`config.mk`:
```
export PLATFORM = sky130hd
export DESIGN_NAME = fetch_unit_flat
export DESIGN_NICKNAME = d
export VERILOG_FILES = /design/src/rtl/fetch_unit_if.sv /design/src/rtl/fetch_unit.sv /design/src/flat_wrapper.sv
export SDC_FILE = /design/constraint.sdc
export NUM_CORES = 1
export LEC_CHECK = 0
export BUFFER_PORTS_ARGS = -buffer_cell sky130_fd_sc_hd__buf_2
export CAP_MARGIN = 15
export CORE_AREA = 2 2 79 119
export CTS_BUF_LIST = sky130_fd_sc_hd__clkbuf_8 sky130_fd_sc_hd__clkbuf_16
export CTS_CLUSTER_SIZE = 24
export DETAILED_ROUTE_END_ITERATION = 10
export DIE_AREA = 0 0 81 121
export PLACE_DENSITY = 0.78
export SLEW_MARGIN = 0
export SYNTH_ARGS = -nofsm -noshare
export SYNTH_HDL_FRONTEND = slang
export SYNTH_SLANG_ARGS = --single-unit
```
`constraint.sdc`:
```
create_clock -name clk -period 2.15 [get_ports clk]
set_input_delay 0.1075 -clock clk [delete_from_list [all_inputs] [get_ports clk]]
set_output_delay 0.1075 -clock clk [all_outputs]
set_load 0.03 [all_outputs]
```
`src/rtl/fetch_unit_if.sv`:
```
// Fetch-side bundle: redirect input, instruction-memory request/response, decode handoff.
// Latency: n/a (wires only).
// Backpressure: imem_gnt stalls requests, if_ready stalls the decode handoff.
interface fetch_unit_if #(
  parameter int W = 32
);
  // Redirect from the PC-source mux
  logic         redirect_valid;
  logic [W-1:0] redirect_pc;

  // Instruction memory request/response
  logic         imem_req;
  logic [W-1:0] imem_addr;
  logic         imem_gnt;
  logic         imem_rvalid;
  logic [W-1:0] imem_rdata;

  // Handoff to decode
  logic         if_valid;
  logic         if_ready;
  logic [W-1:0] if_pc;
  logic [W-1:0] if_instr;

  // Fetch unit side
  modport master (
    input  redirect_valid, redirect_pc,
    input  imem_gnt, imem_rvalid, imem_rdata,
    input  if_ready,
    output imem_req, imem_addr,
    output if_valid, if_pc, if_instr
  );

  // Environment side (memory, decode, redirect source)
  modport slave (
    output redirect_valid, redirect_pc,
    output imem_gnt, imem_rvalid, imem_rdata,
    output if_ready,
    input  imem_req, imem_addr,
    input  if_valid, if_pc, if_instr
  );
endinterface

```
`src/rtl/fetch_unit.sv`:
```
// Instruction fetch: one outstanding imem request, one-entry holding slot toward decode.
// Latency: request -> if_valid is gnt cycle + rvalid cycle; 3 cycles/instr at zero-latency memory.
// Backpressure: if_ready low holds the slot and blocks new requests; imem_gnt low holds the request.
module fetch_unit #(
  parameter int           W        = 32,
  parameter logic [W-1:0] RESET_PC = '0
) (
  input  logic          clk,
  input  logic          rst,
  fetch_unit_if.master  bus
);

  localparam logic [W-1:0] PC_STEP = W'(4);

  // REQ : request driven, waiting for grant
  // WAIT: granted, waiting for the response we want
  // HOLD: instruction presented to decode
  // DROP: granted, but the response belongs to a stale path and is thrown away
  typedef enum logic [1:0] {
    ST_REQ  = 2'd0,
    ST_WAIT = 2'd1,
    ST_HOLD = 2'd2,
    ST_DROP = 2'd3
  } state_e;

  state_e       state_q, state_d;
  logic [W-1:0] pc_q, pc_d;
  logic [W-1:0] if_pc_q, if_pc_d;
  logic [W-1:0] if_instr_q, if_instr_d;

  // Redirect targets are word aligned regardless of what the mux sends.
  logic [W-1:0] redirect_tgt;
  assign redirect_tgt = {bus.redirect_pc[W-1:2], 2'b00};

  // State and datapath registers; reset wins over everything else.
  always_ff @(posedge clk) begin
    if (rst) begin
      state_q    <= ST_REQ;
      pc_q       <= RESET_PC;
      if_pc_q    <= '0;
      if_instr_q <= '0;
    end else begin
      state_q    <= state_d;
      pc_q       <= pc_d;
      if_pc_q    <= if_pc_d;
      if_instr_q <= if_instr_d;
    end
  end

  // Next-state and pc update; redirect takes precedence over the sequential pc+4.
  always_comb begin
    state_d    = state_q;
    pc_d       = pc_q;
    if_pc_d    = if_pc_q;
    if_instr_d = if_instr_q;

    unique case (state_q)
      ST_REQ: begin
        if (bus.redirect_valid) begin
          pc_d = redirect_tgt;
          // A grant this cycle means the old address is already in flight.
          state_d = bus.imem_gnt ? ST_DROP : ST_REQ;
        end else if (bus.imem_gnt) begin
          state_d = ST_WAIT;
        end
      end

      ST_WAIT: begin
        if (bus.redirect_valid) begin
          pc_d = redirect_tgt;
          // Data arriving with the redirect is stale; otherwise drain it later.
          state_d = bus.imem_rvalid ? ST_REQ : ST_DROP;
        end else if (bus.imem_rvalid) begin
          if_pc_d    = pc_q;
          if_instr_d = bus.imem_rdata;
          pc_d       = pc_q + PC_STEP;
          state_d    = ST_HOLD;
        end
      end

      ST_HOLD: begin
        if (bus.redirect_valid) begin
          pc_d    = redirect_tgt;
          state_d = ST_REQ;
        end else if (bus.if_ready) begin
          state_d = ST_REQ;
        end
      end

      ST_DROP: begin
        if (bus.redirect_valid) begin
          // Still owe the memory one response; just retarget the pc.
          pc_d = redirect_tgt;
        end else if (bus.imem_rvalid) begin
          state_d = ST_REQ;
        end
      end

      default: begin
        state_d = ST_REQ;
      end
    endcase
  end

  // Outputs are gated by rst so nothing is requested or presented while in reset.
  assign bus.imem_req  = (state_q == ST_REQ) && !rst;
  assign bus.imem_addr = pc_q;
  assign bus.if_valid  = (state_q == ST_HOLD) && !rst;
  assign bus.if_pc     = if_pc_q;
  assign bus.if_instr  = if_instr_q;

endmodule

```
`src/flat_wrapper.sv`:
```
// flat-port wrapper written by rule: the top's interface ports become plain ports
module fetch_unit_flat 
#(
  parameter int           W        = 32,
  parameter logic [W-1:0] RESET_PC = '0
)
  (clk, rst, bus_redirect_valid, bus_redirect_pc, bus_imem_gnt, bus_imem_rvalid, bus_imem_rdata, bus_if_ready, bus_imem_req, bus_imem_addr, bus_if_valid, bus_if_pc, bus_if_instr);
  fetch_unit_if #(.W(W)) bus_i ();
  input  logic clk;
  input  logic rst;
  input wire logic [$bits(bus_i.redirect_valid)-1:0] bus_redirect_valid;
  input wire logic [$bits(bus_i.redirect_pc)-1:0] bus_redirect_pc;
  input wire logic [$bits(bus_i.imem_gnt)-1:0] bus_imem_gnt;
  input wire logic [$bits(bus_i.imem_rvalid)-1:0] bus_imem_rvalid;
  input wire logic [$bits(bus_i.imem_rdata)-1:0] bus_imem_rdata;
  input wire logic [$bits(bus_i.if_ready)-1:0] bus_if_ready;
  output wire logic [$bits(bus_i.imem_req)-1:0] bus_imem_req;
  output wire logic [$bits(bus_i.imem_addr)-1:0] bus_imem_addr;
  output wire logic [$bits(bus_i.if_valid)-1:0] bus_if_valid;
  output wire logic [$bits(bus_i.if_pc)-1:0] bus_if_pc;
  output wire logic [$bits(bus_i.if_instr)-1:0] bus_if_instr;
  assign bus_i.redirect_valid = bus_redirect_valid;
  assign bus_i.redirect_pc = bus_redirect_pc;
  assign bus_i.imem_gnt = bus_imem_gnt;
  assign bus_i.imem_rvalid = bus_imem_rvalid;
  assign bus_i.imem_rdata = bus_imem_rdata;
  assign bus_i.if_ready = bus_if_ready;
  assign bus_imem_req = bus_i.imem_req;
  assign bus_imem_addr = bus_i.imem_addr;
  assign bus_if_valid = bus_i.if_valid;
  assign bus_if_pc = bus_i.if_pc;
  assign bus_if_instr = bus_i.if_instr;
  fetch_unit #(.W(W), .RESET_PC(RESET_PC)) u_core (.clk(clk), .rst(rst), .bus(bus_i));
endmodule
```
# --- Yosys cells after proc, flatten, opt, wreduce, memory -nomap -nowiden ---
# Index checks and enable logic that the tools add are counted.
classes:
  shifts: 0
  div: 0
  n_addsub: 1
  reduce_logical: 8
  order_cmp: 0
  bitwise: 1
  eq_ne: 9
  mul: 0
  mux: 15
ops:
  columns: ["operator", "count"]
  rows:
  - ["32-bit two-way mux", 3]
  - ["32-bit case mux with 2 select lines", 1]
  - ["32-bit by 3-bit adder with 32-bit output, second input constant", 1]
  - ["2-bit two-way mux", 10]
  - ["3-bit inequality test, second input constant", 3]
  - ["2-bit case mux with 4 select lines", 1]
  - ["5-bit AND reduction", 1]
  - ["2-bit equality test, second input constant", 2]
  - ["2-bit inequality test, second input constant", 2]
  - ["3-bit AND reduction", 1]
  - ["3-bit OR reduction", 1]
  - ["2-bit by 1-bit equality test with 1-bit output, second input constant", 1]
  - ["1-bit logical AND", 2]
  - ["2-bit zero test", 1]
  - ["2-bit by 1-bit inequality test with 1-bit output, second input constant", 1]
  - ["2-bit AND reduction", 1]
  - ["1-bit zero test", 1]
  - ["1-bit NOT", 1]
totals:
  latchBits: 0
  ram_bits: 0
  mem_bits_ro: 0
  regBits: 98
  output_inout_bits: 98
  mem_count: 0

# --- Depth between registers and ports, before layout ---
depth:
  depth_word: 4
  depth_mapped: 7

# --- Least setup slack after synthesis ---
# OpenSTA, ideal clock, no wires.
synth_path:
  kind: "reg2reg"
  start: "reg u_core.pc_q[2] (netlist: u_core.bus.imem_addr[2])"
  end: "reg u_core.pc_q[26] (netlist: u_core.bus.imem_addr[26])"
  period_less_slack_ns: 2.091
  path_stages_with_launch: 8
  required_time_ns: 2.018
  arrival_ns: 1.958
  path_slack_ns: 0.059
  path_buffers: 1
  cell_sequence: "dfxtp_1 -> ha_1 -> nand4_2 -> or3_1 -> buf_2 -> o31a_2 -> o21ai_1 -> a21oi_1"
synth_between:
  elab_chain_cells: 4
synth_lines:
  columns: ["item", "line_no", "text"]
  rows:
  - ["from (decl)", "fetch_unit.sv:27", "logic [W-1:0] pc_q, pc_d;"]
  - ["from (signal assigned)", "fetch_unit.sv:44", "pc_q <= pc_d;"]
  - ["32-bit by 3-bit adder with 32-bit output", "fetch_unit.sv:76", "pc_d = pc_q + PC_STEP;"]
  - ["32-bit two-way mux", "fetch_unit.sv:73", "end else if (bus.imem_rvalid) begin"]
  - ["32-bit two-way mux", "fetch_unit.sv:69", "if (bus.redirect_valid) begin"]
  - ["32-bit case mux with 2 select lines", "fetch_unit.sv:57", "unique case (state_q)"]
# No other way between the ends. The select of a mux whose other input is x is not followed.
# A chain may end at the register's enable or synchronous reset.

# --- Worst setup path after layout ---
layout_path:
  start: "reg u_core.pc_q[3] (netlist: u_core.bus.imem_addr[3])"
  end: "reg u_core.pc_q[28] (netlist: u_core.bus.imem_addr[28])"
# Same word-level chain as after synthesis.

==> flow_summary.ini <==
[drt]
drt_pass1_iterations = 4
drc = 0
vias = 4171
wl_per_cell_um = 14.7
viasPerCell = 5.25
drt_wl_total_mm = 11.7
postRouteAntennaNets = 0
drtIter0Drc = 251

[floorplan]
core_um2 = 8720
pin_count = 168
fp.dieW_um = 81
dieArea_um2 = 9800
std_cell_rows = 42
die_h_um = 121
initial_core_util_pct = 46.9

[synth]
synth_flop_cell = dfxtp_1
synth_compound_area_share_pct = 16.1
synth_top_family_by_area = simple AND/OR/NAND/NOR gates
synth_top_area_share_pct = 46.0
synth-adder-area-share_pct = 0.550
ys_seq_elements = 94
synth_edf_count = 0
synthesis.area_um2 = 4090
synth_xor_area_share_pct = 4.07
async_flop_share_pct = 0
syn_area_per_cell_um2 = 7.99
ys_seq_area_share_pct = 46.0
syn_inst = 512
ys_warn_count = 0
synth_cell_type_count = 54
synth-simple-area-share_pct = 26.4
synth_area_leaders = dfxtp_1, nand2_1, a21oi_1, nor2_1, xnor2_1
yosys.area.top_type = dfxtp_1
muxShareOfSynthArea_pct = 0.978

[cells_and_area]
syn2layout_area_growth_pct = 33.5
fin_cells = 795
final_common_cell = buf_2
fin_area_um2 = 5470
final_util_pct = 62.7
fin_nets = 751
drive_above_1_share_pct = 30.9
layout_common_cells = buf_2, nand2_1, dfxtp_1
n_antenna_cell = 0

[clock_network]
clk_pin_slew_ns = 0.07
numClockSinks = 94
clockBufferDepth = 2
h-tree-depth = 3
insertion_delay_ns = 0.34
root_buffer = clkbuf_16
cts_tree = done
cts_buffers = 9

[timing]
timing.final.crit_share_pct = 90.6
finalClockSkew_ns = 0.00543
worst_pin_slew_ns = 0.842
setup_viol = 0
grt_setup_unrepaired = false
setup_slack_ns = 0.203
min_period_ns = 1.95
hold_ws_ns = 0.000281
finalSetupTns_ns = 0
fmax_mhz = 514
max-slew-margin-rel_pct = 43.9
slew_viol_final = 0
hold_viol = 0

[worst_setup_path]
timing.rr.end = u_core.bus.imem_addr[28]
worst-r2r-cell-count = 6
rrSetupSlack_ns = 0.20
crit_arrival_ns = 2.14
crit_type = reg -> reg
crit_path_start = u_core.bus.imem_addr[3]
required_ns = 2.34
worstReg2RegStart = u_core.bus.imem_addr[3]
endpoint = u_core.bus.imem_addr[28]
end_kind = flip-flop
startpoint_type = flip-flop
crit_fanout = 6

[power]
p_leak_nw = 2.35
power_mw = 4.02
ir_worst_vdd_mv = 0.628
power_density_nw_per_um2 = 736

[flow_run]
maxCapViolations = 0

[placement]
portBuffers = 161
dp.cells = 762
dpl-instance-area_um2 = 4980
place_ws_ns = 0.135
place_congestion = 0.852
hpwl_mm = 8.32

[grt]
antenna_found_initial = 0
overflow = 0
grt_max_degree = 81
grt_pass1_vias = 4045
grt.total_usage_pct = 23.8
grt_pass1_wl_mm = 18.4

[hold_path]
min_path_type = in -> reg

[run_status]
status = finished clean
-- worst min-delay path by stage --
stage / startpoint / endpoint / slack [ns] / depth (start not counted)
final: bus_redirect_pc[11] / u_core.bus.imem_addr[11] / 0.0003 / 3
after global routing: bus_imem_rdata[3] / u_core.bus.if_instr[3] / 0.002 / 3
after CTS: bus_imem_rdata[3] / u_core.bus.if_instr[3] / 0.0001 / 3
after detailed placement: bus_redirect_pc[11] / u_core.bus.imem_addr[11] / 0.35 / 3
after global placement: bus_imem_rdata[2] / u_core.bus.if_instr[2] / 0.35 / 3
after floorplan: bus_imem_rdata[0] / u_core.bus.if_instr[0] / 0.24 / 2
-- state kept, by name, indices dropped and copies added (netlist names) --
register              cells
u_core.state_q            2
u_core.bus.if_instr      32
u_core.bus.imem_addr     30
u_core.bus.if_pc         30
-- cell families after synthesis --
family / Yosys count
adders and majority gates: 2
other: 1
buffers and inverters: 48
AOI/OAI and AO/OA: 114
DFF: 94
xor gates and xnor gates: 19
muxes: 4
and+or+nand+nor: 230
-- repair_timing --
item                                   CTS  global route
endpoints found under the hold margin   17             0
setup endpoints to repair                0             2
buffers inserted                         0             0
gates resized for setup                  0             2
hold buffers                            17             0
-- power breakdown --
part	leakage, nW	total, mW	internal, mW	switching (mW)
clock network	0.152	1.63	0.920	0.708
registers	0.766	1.87	1.80	0.0726
logic	1.44	0.522	0.199	0.324
-- synthesized netlist by cell type (2+ instances only) --
| cell type | instances |
|---|---|
| nand3_2 | 2 |
| mux2i_1 | 4 |
| inv_1 | 7 |
| nand2_1 | 136 |
| a2111oi_0 | 3 |
| buf_6 | 2 |
| buf_1 | 6 |
| nand2b_1 | 2 |
| buf_2 | 9 |
| o21ai_1 | 3 |
| clkbuf_1 | 17 |
| nor4_1 | 6 |
| xnor2_1 | 11 |
| a311oi_1 | 4 |
| nor2b_1 | 2 |
| and3_1 | 8 |
| nand4_1 | 6 |
| nor3_1 | 6 |
| clkbuf_4 | 2 |
| xor2_1 | 8 |
| o22ai_1 | 5 |
| buf_4 | 4 |
| a21oi_1 | 81 |
| dfxtp_1 | 94 |
| nand3_1 | 11 |
| a211oi_1 | 10 |
| nand3b_1 | 3 |
| and4_1 | 4 |
| o31a_2 | 2 |
| and2_1 | 2 |
| nor2_1 | 29 |
-- area by class of cell --
cell class	count	area, µm²
fill	799	3260
multi-input combinational	373	1990
sequential	94	1880
timing repair buffer	195	1120
clock buffer	9	225
tap	110	138
clock inverter	7	81.3
inverter	7	26.3
-- worst max-delay path: stages (launching register included) --
cell and delay, ns:
dfxtp_1 0.40, ha_2 0.26, nand4_2 0.17, or3_4 0.41, o31a_2 0.33, o21ai_1 0.14, a21oi_1 0.08
-- per-layer routing --
metal | global-route usage (%) | vias to the layer above | part of all wire, % | wire length (µm)
li1 | - | 2075 | - | -
met3 | 5.06 | 26 | 5.4 | 635
met1 | 24.8 | 1934 | 37 | 4390
met5 | 0 | - | 0 | 0
met2 | 44.0 | 136 | 54 | 6360
met4 | 11.0 | 0 | 2.8 | 324
Power figures use the tool's default switching activity.
